[src/rtl/pulse_train_pkg.sv]
// pulse_train_pkg: shared state encoding and default widths for the
// pulse_train_gen stimulation sequencer and its phase counter.
package pulse_train_pkg;

   localparam int          PT_CODE_W   = 16;
   localparam int          PT_CNT_W    = 16;
   localparam logic [15:0] PT_BASELINE = 16'h0000;

   // CATH is only ever entered when PULSE_TRAIN_BIPHASIC_EN is defined.
   typedef enum logic [2:0] {
      ST_IDLE = 3'd0,
      ST_ACT  = 3'd1,
      ST_CATH = 3'd2,
      ST_REST = 3'd3,
      ST_DONE = 3'd4
   } state_e;

endpackage

[src/rtl/pulse_train_phase_counter.sv]
// phase_counter: tick-driven down counter that times one waveform phase.
// A load takes priority over a tick in the same cycle, so the tick that
// coincides with a phase entry is not counted toward the new phase.
// term_o flags the tick that ends the phase (tick while count == 1).
module phase_counter #(
   parameter int CNT_W = 16
) (
   input  logic             clk,
   input  logic             rst_n,
   input  logic             tick_i,
   input  logic             load_i,
   input  logic [CNT_W-1:0] load_val_i,
   output logic             term_o
);

   logic [CNT_W-1:0] cnt_d;
   logic [CNT_W-1:0] cnt_q;

   // Next count: load, else decrement on tick without wrapping below zero.
   always_comb begin
      cnt_d = cnt_q;
      if (load_i) begin
         cnt_d = load_val_i;
      end else if (tick_i && (cnt_q != {CNT_W{1'b0}})) begin
         cnt_d = cnt_q - CNT_W'(1);
      end else begin
         cnt_d = cnt_q;
      end
   end

   // Count register.
   always_ff @(posedge clk or negedge rst_n) begin
      if (!rst_n) begin
         cnt_q <= {CNT_W{1'b0}};
      end else begin
         cnt_q <= cnt_d;
      end
   end

   assign term_o = tick_i && (cnt_q == CNT_W'(1));

endmodule

[src/rtl/pulse_train_gen.sv]
// pulse_train_gen: per-channel stimulation waveform sequencer feeding the
// DAC SPI controller. Produces the DAC code per update slot from latched
// amplitude / pulse width / period / pulse count.
// Optional feature: define PULSE_TRAIN_BIPHASIC_EN to add a cathodic phase
// (~amplitude for pulse_width ticks) after every active phase.
module pulse_train_gen
   import pulse_train_pkg::*;
#(
   parameter int                CODE_W   = PT_CODE_W,
   parameter int                CNT_W    = PT_CNT_W,
   parameter logic [CODE_W-1:0] BASELINE = PT_BASELINE
) (
   input  logic              clk,
   input  logic              rst_n,
   input  logic              tick,
   input  logic              start,
   input  logic              stop,
   input  logic [CODE_W-1:0] amplitude,
   input  logic [CNT_W-1:0]  pulse_width,
   input  logic [CNT_W-1:0]  period,
   input  logic [CNT_W-1:0]  num_of_pulses,
   output logic [CODE_W-1:0] dac_code,
   output logic              code_update,
   output logic              busy,
   output logic              done,
   output logic              cfg_err,
   output logic [CNT_W-1:0]  pulse_count
);

   state_e            state_d, state_q;
   logic [CODE_W-1:0] amp_d, amp_q;
   logic [CNT_W-1:0]  pw_d, pw_q;
   logic [CNT_W-1:0]  per_d, per_q;
   logic [CNT_W-1:0]  num_d, num_q;
   logic [CNT_W-1:0]  pulse_count_d, pulse_count_q;
   logic              cfg_err_d, cfg_err_q;
   logic [CODE_W-1:0] dac_code_d, dac_code_q;
   logic              code_update_d, code_update_q;
   logic              busy_d, busy_q;
   logic              done_d, done_q;

   logic              cfg_ok_s;
   logic [CNT_W-1:0]  rest_len_s;
   logic [CNT_W-1:0]  count_inc_s;
   logic              cnt_load_s;
   logic [CNT_W-1:0]  cnt_val_s;
   logic              term_s;

`ifdef PULSE_TRAIN_BIPHASIC_EN
   // Both phases must fit with at least one rest tick; doubling needs a carry bit.
   assign cfg_ok_s   = (pulse_width != {CNT_W{1'b0}}) &&
                       ({1'b0, period} > {pulse_width, 1'b0});
   assign rest_len_s = per_q - (pw_q << 1);
`else
   assign cfg_ok_s   = (pulse_width != {CNT_W{1'b0}}) && (period > pulse_width);
   assign rest_len_s = per_q - pw_q;
`endif

   // Completed-pulse count saturates so a continuous train never wraps.
   assign count_inc_s = (pulse_count_q == {CNT_W{1'b1}}) ? pulse_count_q
                                                         : pulse_count_q + CNT_W'(1);

   phase_counter #(.CNT_W(CNT_W)) u_phase_counter (
      .clk        (clk),
      .rst_n      (rst_n),
      .tick_i     (tick),
      .load_i     (cnt_load_s),
      .load_val_i (cnt_val_s),
      .term_o     (term_s)
   );

   // Sequencer next state, shadow config capture and next output values.
   always_comb begin
      state_d       = state_q;
      amp_d         = amp_q;
      pw_d          = pw_q;
      per_d         = per_q;
      num_d         = num_q;
      pulse_count_d = pulse_count_q;
      cfg_err_d     = cfg_err_q;
      dac_code_d    = dac_code_q;
      cnt_load_s    = 1'b0;
      cnt_val_s     = pw_q;

      if (stop && (state_q != ST_IDLE)) begin
         // Abort: no completion, count holds.
         state_d    = ST_IDLE;
         dac_code_d = BASELINE;
      end else begin
         case (state_q)
            ST_IDLE: begin
               dac_code_d = BASELINE;
               if (start && !stop) begin
                  if (cfg_ok_s) begin
                     amp_d         = amplitude;
                     pw_d          = pulse_width;
                     per_d         = period;
                     num_d         = num_of_pulses;
                     pulse_count_d = {CNT_W{1'b0}};
                     cfg_err_d     = 1'b0;
                     cnt_load_s    = 1'b1;
                     cnt_val_s     = pulse_width;
                     dac_code_d    = amplitude;
                     state_d       = ST_ACT;
                  end else begin
                     cfg_err_d = 1'b1;
                  end
               end else begin
                  state_d = ST_IDLE;
               end
            end
            ST_ACT: begin
               dac_code_d = amp_q;
               if (term_s) begin
`ifdef PULSE_TRAIN_BIPHASIC_EN
                  state_d    = ST_CATH;
                  cnt_load_s = 1'b1;
                  cnt_val_s  = pw_q;
                  dac_code_d = ~amp_q;
`else
                  state_d    = ST_REST;
                  cnt_load_s = 1'b1;
                  cnt_val_s  = rest_len_s;
                  dac_code_d = BASELINE;
`endif
               end else begin
                  state_d = ST_ACT;
               end
            end
`ifdef PULSE_TRAIN_BIPHASIC_EN
            ST_CATH: begin
               // Mirror about midscale for offset-binary DAC codes.
               dac_code_d = ~amp_q;
               if (term_s) begin
                  state_d    = ST_REST;
                  cnt_load_s = 1'b1;
                  cnt_val_s  = rest_len_s;
                  dac_code_d = BASELINE;
               end else begin
                  state_d = ST_CATH;
               end
            end
`endif
            ST_REST: begin
               dac_code_d = BASELINE;
               if (term_s) begin
                  pulse_count_d = count_inc_s;
                  if ((num_q != {CNT_W{1'b0}}) && (count_inc_s == num_q)) begin
                     state_d = ST_DONE;
                  end else begin
                     state_d    = ST_ACT;
                     cnt_load_s = 1'b1;
                     cnt_val_s  = pw_q;
                     dac_code_d = amp_q;
                  end
               end else begin
                  state_d = ST_REST;
               end
            end
            ST_DONE: begin
               state_d    = ST_IDLE;
               dac_code_d = BASELINE;
            end
            default: begin
               state_d    = ST_IDLE;
               dac_code_d = BASELINE;
            end
         endcase
      end

      // Update strobe on any code change, and always on ACT entry even if
      // the amplitude happens to equal the code already on the bus.
      code_update_d = (dac_code_d != dac_code_q) ||
                      ((state_d == ST_ACT) && (state_q != ST_ACT));
      busy_d        = (state_d != ST_IDLE);
      done_d        = (state_d == ST_DONE);
   end

   // State, shadow configuration and registered outputs.
   always_ff @(posedge clk or negedge rst_n) begin
      if (!rst_n) begin
         state_q       <= ST_IDLE;
         amp_q         <= {CODE_W{1'b0}};
         pw_q          <= {CNT_W{1'b0}};
         per_q         <= {CNT_W{1'b0}};
         num_q         <= {CNT_W{1'b0}};
         pulse_count_q <= {CNT_W{1'b0}};
         cfg_err_q     <= 1'b0;
         dac_code_q    <= BASELINE;
         code_update_q <= 1'b0;
         busy_q        <= 1'b0;
         done_q        <= 1'b0;
      end else begin
         state_q       <= state_d;
         amp_q         <= amp_d;
         pw_q          <= pw_d;
         per_q         <= per_d;
         num_q         <= num_d;
         pulse_count_q <= pulse_count_d;
         cfg_err_q     <= cfg_err_d;
         dac_code_q    <= dac_code_d;
         code_update_q <= code_update_d;
         busy_q        <= busy_d;
         done_q        <= done_d;
      end
   end

   assign dac_code    = dac_code_q;
   assign code_update = code_update_q;
   assign busy        = busy_q;
   assign done        = done_q;
   assign cfg_err     = cfg_err_q;
   assign pulse_count = pulse_count_q;

endmodule
[config.mk]
export PLATFORM = sky130hd
export DESIGN_NAME = pulse_train_gen
export DESIGN_NICKNAME = d
export VERILOG_FILES = /design/src/rtl/pulse_train_pkg.sv /design/src/rtl/pulse_train_phase_counter.sv /design/src/rtl/pulse_train_gen.sv
export SDC_FILE = /design/constraint.sdc
export NUM_CORES = 1
export LEC_CHECK = 0
export ABC_AREA = 1
export BUFFER_PORTS_ARGS = -buffer_cell sky130_fd_sc_hd__buf_2
export CAP_MARGIN = 20
export CORE_MARGIN = 2
export CORE_UTILIZATION = 50
export CTS_CLUSTER_SIZE = 30
export DETAILED_ROUTE_END_ITERATION = 12
export GPL_TIMING_DRIVEN = 0
export PLACE_DENSITY = 0.73
export SLEW_MARGIN = 20
export SYNTH_ARGS = -nofsm -noshare
export SYNTH_HDL_FRONTEND = slang
export SYNTH_SLANG_ARGS = --single-unit
export TNS_END_PERCENT = 30
[constraint.sdc]
create_clock -name clk -period 2.6 [get_ports clk]
set_clock_uncertainty 0.15 [all_clocks]
set_input_delay 0.26 -clock clk [delete_from_list [all_inputs] [get_ports clk]]
set_output_delay 0.26 -clock clk [all_outputs]
set_load 0.005 [all_outputs]
==> flow_metrics.env <==
export IMPL_gr_total_overflow=0
export IMPL_syn_area_per_cell_sq_um=7.00
export IMPL_fin_crit_ns=3.00
export IMPL_fp_dieH_um=131
export IMPL_violations="negative setup slack"
export IMPL_irDropWorstVdd_v=0.000609
export IMPL_netlist_instances=1148
export IMPL_finalPower_mw=10.7
export IMPL_r2r_start="state_q[0]$_DFF_PN0_"
export IMPL_grt_util_met2_pct=48.0
export IMPL_crit_chain="inv_1, nor2_1, inv_1, nor2_1, inv_1, nor2_2, inv_1, nand2_2, nand2_1, nand2_1, nand2_1, inv_1, nand2_1, nand2_1, nand2_1, nor2_1, nand3_1"
export IMPL_gp_congestion=0.914
export IMPL_tightest_slew_ns=0.632
export IMPL_cap_violations=0
export IMPL_syn_cell_area_sq_um=8040
export IMPL_whs_ns=0.0739
export IMPL_grt_pass1_vias=8207
export IMPL_crit_arrival_ns=3.15
export IMPL_p_leak_nw=5.59
export IMPL_tns_ns=-3.98
export IMPL_area_growth_pct=33.0
export IMPL_dpl_cell_area_sq_um=8890
export IMPL_synth_edf_count=0
export IMPL_start_kind="flop"
export IMPL_finalSetupViolations=19
export IMPL_path_clk_slew_ns=0.06
export IMPL_first_pass_iters=5
export IMPL_cts_sinks=119
export IMPL_endpoint="code_update$_DFF_PN0_"
export IMPL_drv_slew=0
export IMPL_cts_buffer_depth=2
export IMPL_worstReg2RegEnd="code_update$_DFF_PN0_"
export IMPL_cts_tree="built"
export IMPL_ys_types=42
export IMPL_grt_busiest_layer="met2"
export IMPL_antenna_found_initial=0
export IMPL_dieArea_sq_um=17100
export IMPL_dp_hpwl_um=17700
export IMPL_power_density_nw_per_um2=998
export IMPL_grt_start_max_net_pins=70
export IMPL_yosys_warnings=0
export IMPL_ant_nets=0
export IMPL_crit_slowest_cell="nor2_2"
export IMPL_initial_core_util_pct=51.0
export IMPL_via_per_inst=5.54
export IMPL_grt_met3_usage_pct=5.05
export IMPL_post_place_ws_ns=-0.832
export IMPL_drt_drc_violations_left=0
export IMPL_grt_pass1_wl_um=40000
export IMPL_fin_cells=1584
export IMPL_cp_slowest_stage_delay_ns=0.40
export IMPL_cp_required_ns=2.76
export IMPL_worst_slew_margin_rel_pct=57.8
export IMPL_startpoint="state_q[0]$_DFF_PN0_"
export IMPL_timing_final_ws_setup_ns=-0.395
export IMPL_rsz0062_at_grt="yes"
export IMPL_synth_fp_nets=1252
export IMPL_hold_viol_final=0
export IMPL_io_buffers=104
export IMPL_cts_buffers=17
export IMPL_wl_um=25700
export IMPL_r2r_setup_slack_ns=-0.40
export IMPL_crit_top_cell="nand2_1"
export IMPL_yosysSeqAreaShare_pct=37.0
export IMPL_root_buffer="clkbuf_16"
export IMPL_grt_total_usage_pct=30.0
export IMPL_routedWlPerCell_um=16.2
export IMPL_max_freq_mhz=334
export IMPL_path_max_fanout=9
export IMPL_status="complete, but fails checks"
export IMPL_end_kind="flop"
export IMPL_io_pins=105
export IMPL_final_util_pct=67.8
export IMPL_critPathKind="flop to flop"
export IMPL_drt_iter0_markers=739
export IMPL_ff2ff_path_depth=17
export IMPL_htreeDepth=4
export IMPL_fin_area_sq_um=10700
export IMPL_hold_class="input port to flop"
export IMPL_antennaDiodeCount=0
export IMPL_die_x_um=131
export IMPL_period_share_pct=115
export IMPL_synthArstFlopShare_pct=100
export IMPL_grt_util_met1_pct=41.7
export IMPL_place_inst=1469
export IMPL_synth_main_ff_cell="dfrtp_1"
export IMPL_core_area_sq_um=15800
export IMPL_ys_seq_elements=119
export IMPL_core_rowCount=46
export IMPL_nets=1459
export IMPL_via_count=8768
export IMPL_layout_drive_gt1_share_pct=20.8
export IMPL_insertion_delay_ns=0.43
## where the power goes
| group | total, mW | leakage (nW) | switching (mW) | internal, mW |
|---|---|---|---|---|
| Sequential | 3.16 | 1.50 | 0.571 | 2.59 |
| Clock | 2.54 | 0.297 | 0.932 | 1.61 |
| Combinational | 4.96 | 3.79 | 3.07 | 1.89 |
| Total | 10.7 | 5.59 | 4.57 | 6.09 |
## worst max-delay path: cells and delay by family, from the launching register on
family	cells	cell delay (ns)
DFF	1	0.36
and+or+nand+nor	12	1.62
buffers and inverters	5	0.74
## state kept, by name, indices dropped and copies added (netlist names)
signal / flops
pw_q: 16
per_q: 16
pulse_count: 16
busy: 1
done: 1
num_q: 16
state_q: 3
u_phase_counter.cnt_q: 16
dac_code: 16
amp_q: 16
cfg_err: 1
code_update: 1
## metal layers
layer  vias to the layer above  wire length [um]
met5                         -                 0
met4                         0               544
met3                        51              1770
met2                       413             12100
met1                      4082             11300
li1                       4222                 -
## placed cells by master, fill, tap and decap left out, types with 3 or more instances in the layout
cell and n:
nor2_2 12, nor2_1 61, o21ai_0 82, clkbuf_2 6, nand4_1 35, nand3_1 86, o21ai_1 10, ha_1 31
clkbuf_16 19, nand3b_1 10, a31oi_1 3, nor3_1 6, a22oi_1 5, buf_6 9, nand3_2 12, clkinvlp_4 3
dfrtp_2 6, clkbuf_1 16, o2111ai_1 7, nor2_4 11, dlygate4sd3_1 49, buf_4 30, xor2_1 10, bufinv_16 4
a21oi_1 37, inv_1 148, nand2_1 322, o21ai_2 7, nor4_1 4, nand2_4 5, xnor2_1 9, dfrtp_1 113
o211ai_1 25, nand2_2 21, buf_2 106, o22ai_1 6, inv_6 4
## worst min-delay path by stage
stage | startpoint | endpoint | slack, ns | cells after the start
floorplan | rst_n | amp_q[0]$_DFFE_PN0P_ | -0.19 | 0
global placement | amp_q[2]$_DFFE_PN0P_ | amp_q[2]$_DFFE_PN0P_ | 0.31 | 2
detailed placement | rst_n | per_q[12]$_DFFE_PN0P_ | 0.09 | 1
CTS | pulse_width[10] | pw_q[10]$_DFFE_PN0P_ | 0.06 | 3
global route | pulse_width[8] | pw_q[8]$_DFFE_PN0P_ | 0.09 | 3
finish | pulse_width[10] | pw_q[10]$_DFFE_PN0P_ | 0.07 | 3
## cells in the mapped netlist, types with 7 or more instances
library cell,count,share of area (%)
nand2_1,345,16
inv_1,150,7.0
dfrtp_1,119,37
nand3_1,94,5.9
o21ai_0,93,5.8
nor2_1,81,3.8
a21oi_1,38,2.4
nand4_1,35,2.7
ha_1,34,5.3
o211ai_1,25,2.3
clkbuf_1,23,1.1
nand3b_1,10,0.93
xor2_1,10,1.1
xnor2_1,9,0.98
nor3_1,8,0.50
o2111ai_1,7,0.76
## kinds of logic after synthesis
logic type	count (synthesis)	share of synthesized area, %
flops	119	37.0
simple gates	593	31.9
fa+ha+maj	35	5.54
xor+xnor	19	2.07
compound gates	195	14.2
buf+inv	187	9.29
## final cells by class
class                      count  area, sq um
inverter                     152          578
clock inverter                14          196
fill                        1357         5080
clock buffer                  18          429
multi-input combinational    842         4670
sequential                   119         2990
buffer                        35          210
tap                          216          270
timing repair buffer         188         1350
## timing repair
| item | in CTS | in global routing |
|---|---|---|
| endpoints found under the setup margin | 89 | 89 |
| hold buffers | 49 | 0 |
| pin swaps | 17 | 15 |
| hold endpoints to repair | 98 | 0 |
| resized for setup | 48 | 86 |
| gates cloned | 2 | 3 |
| setup buffers | 18 | 11 |
(Power assumes the default switching activity.)
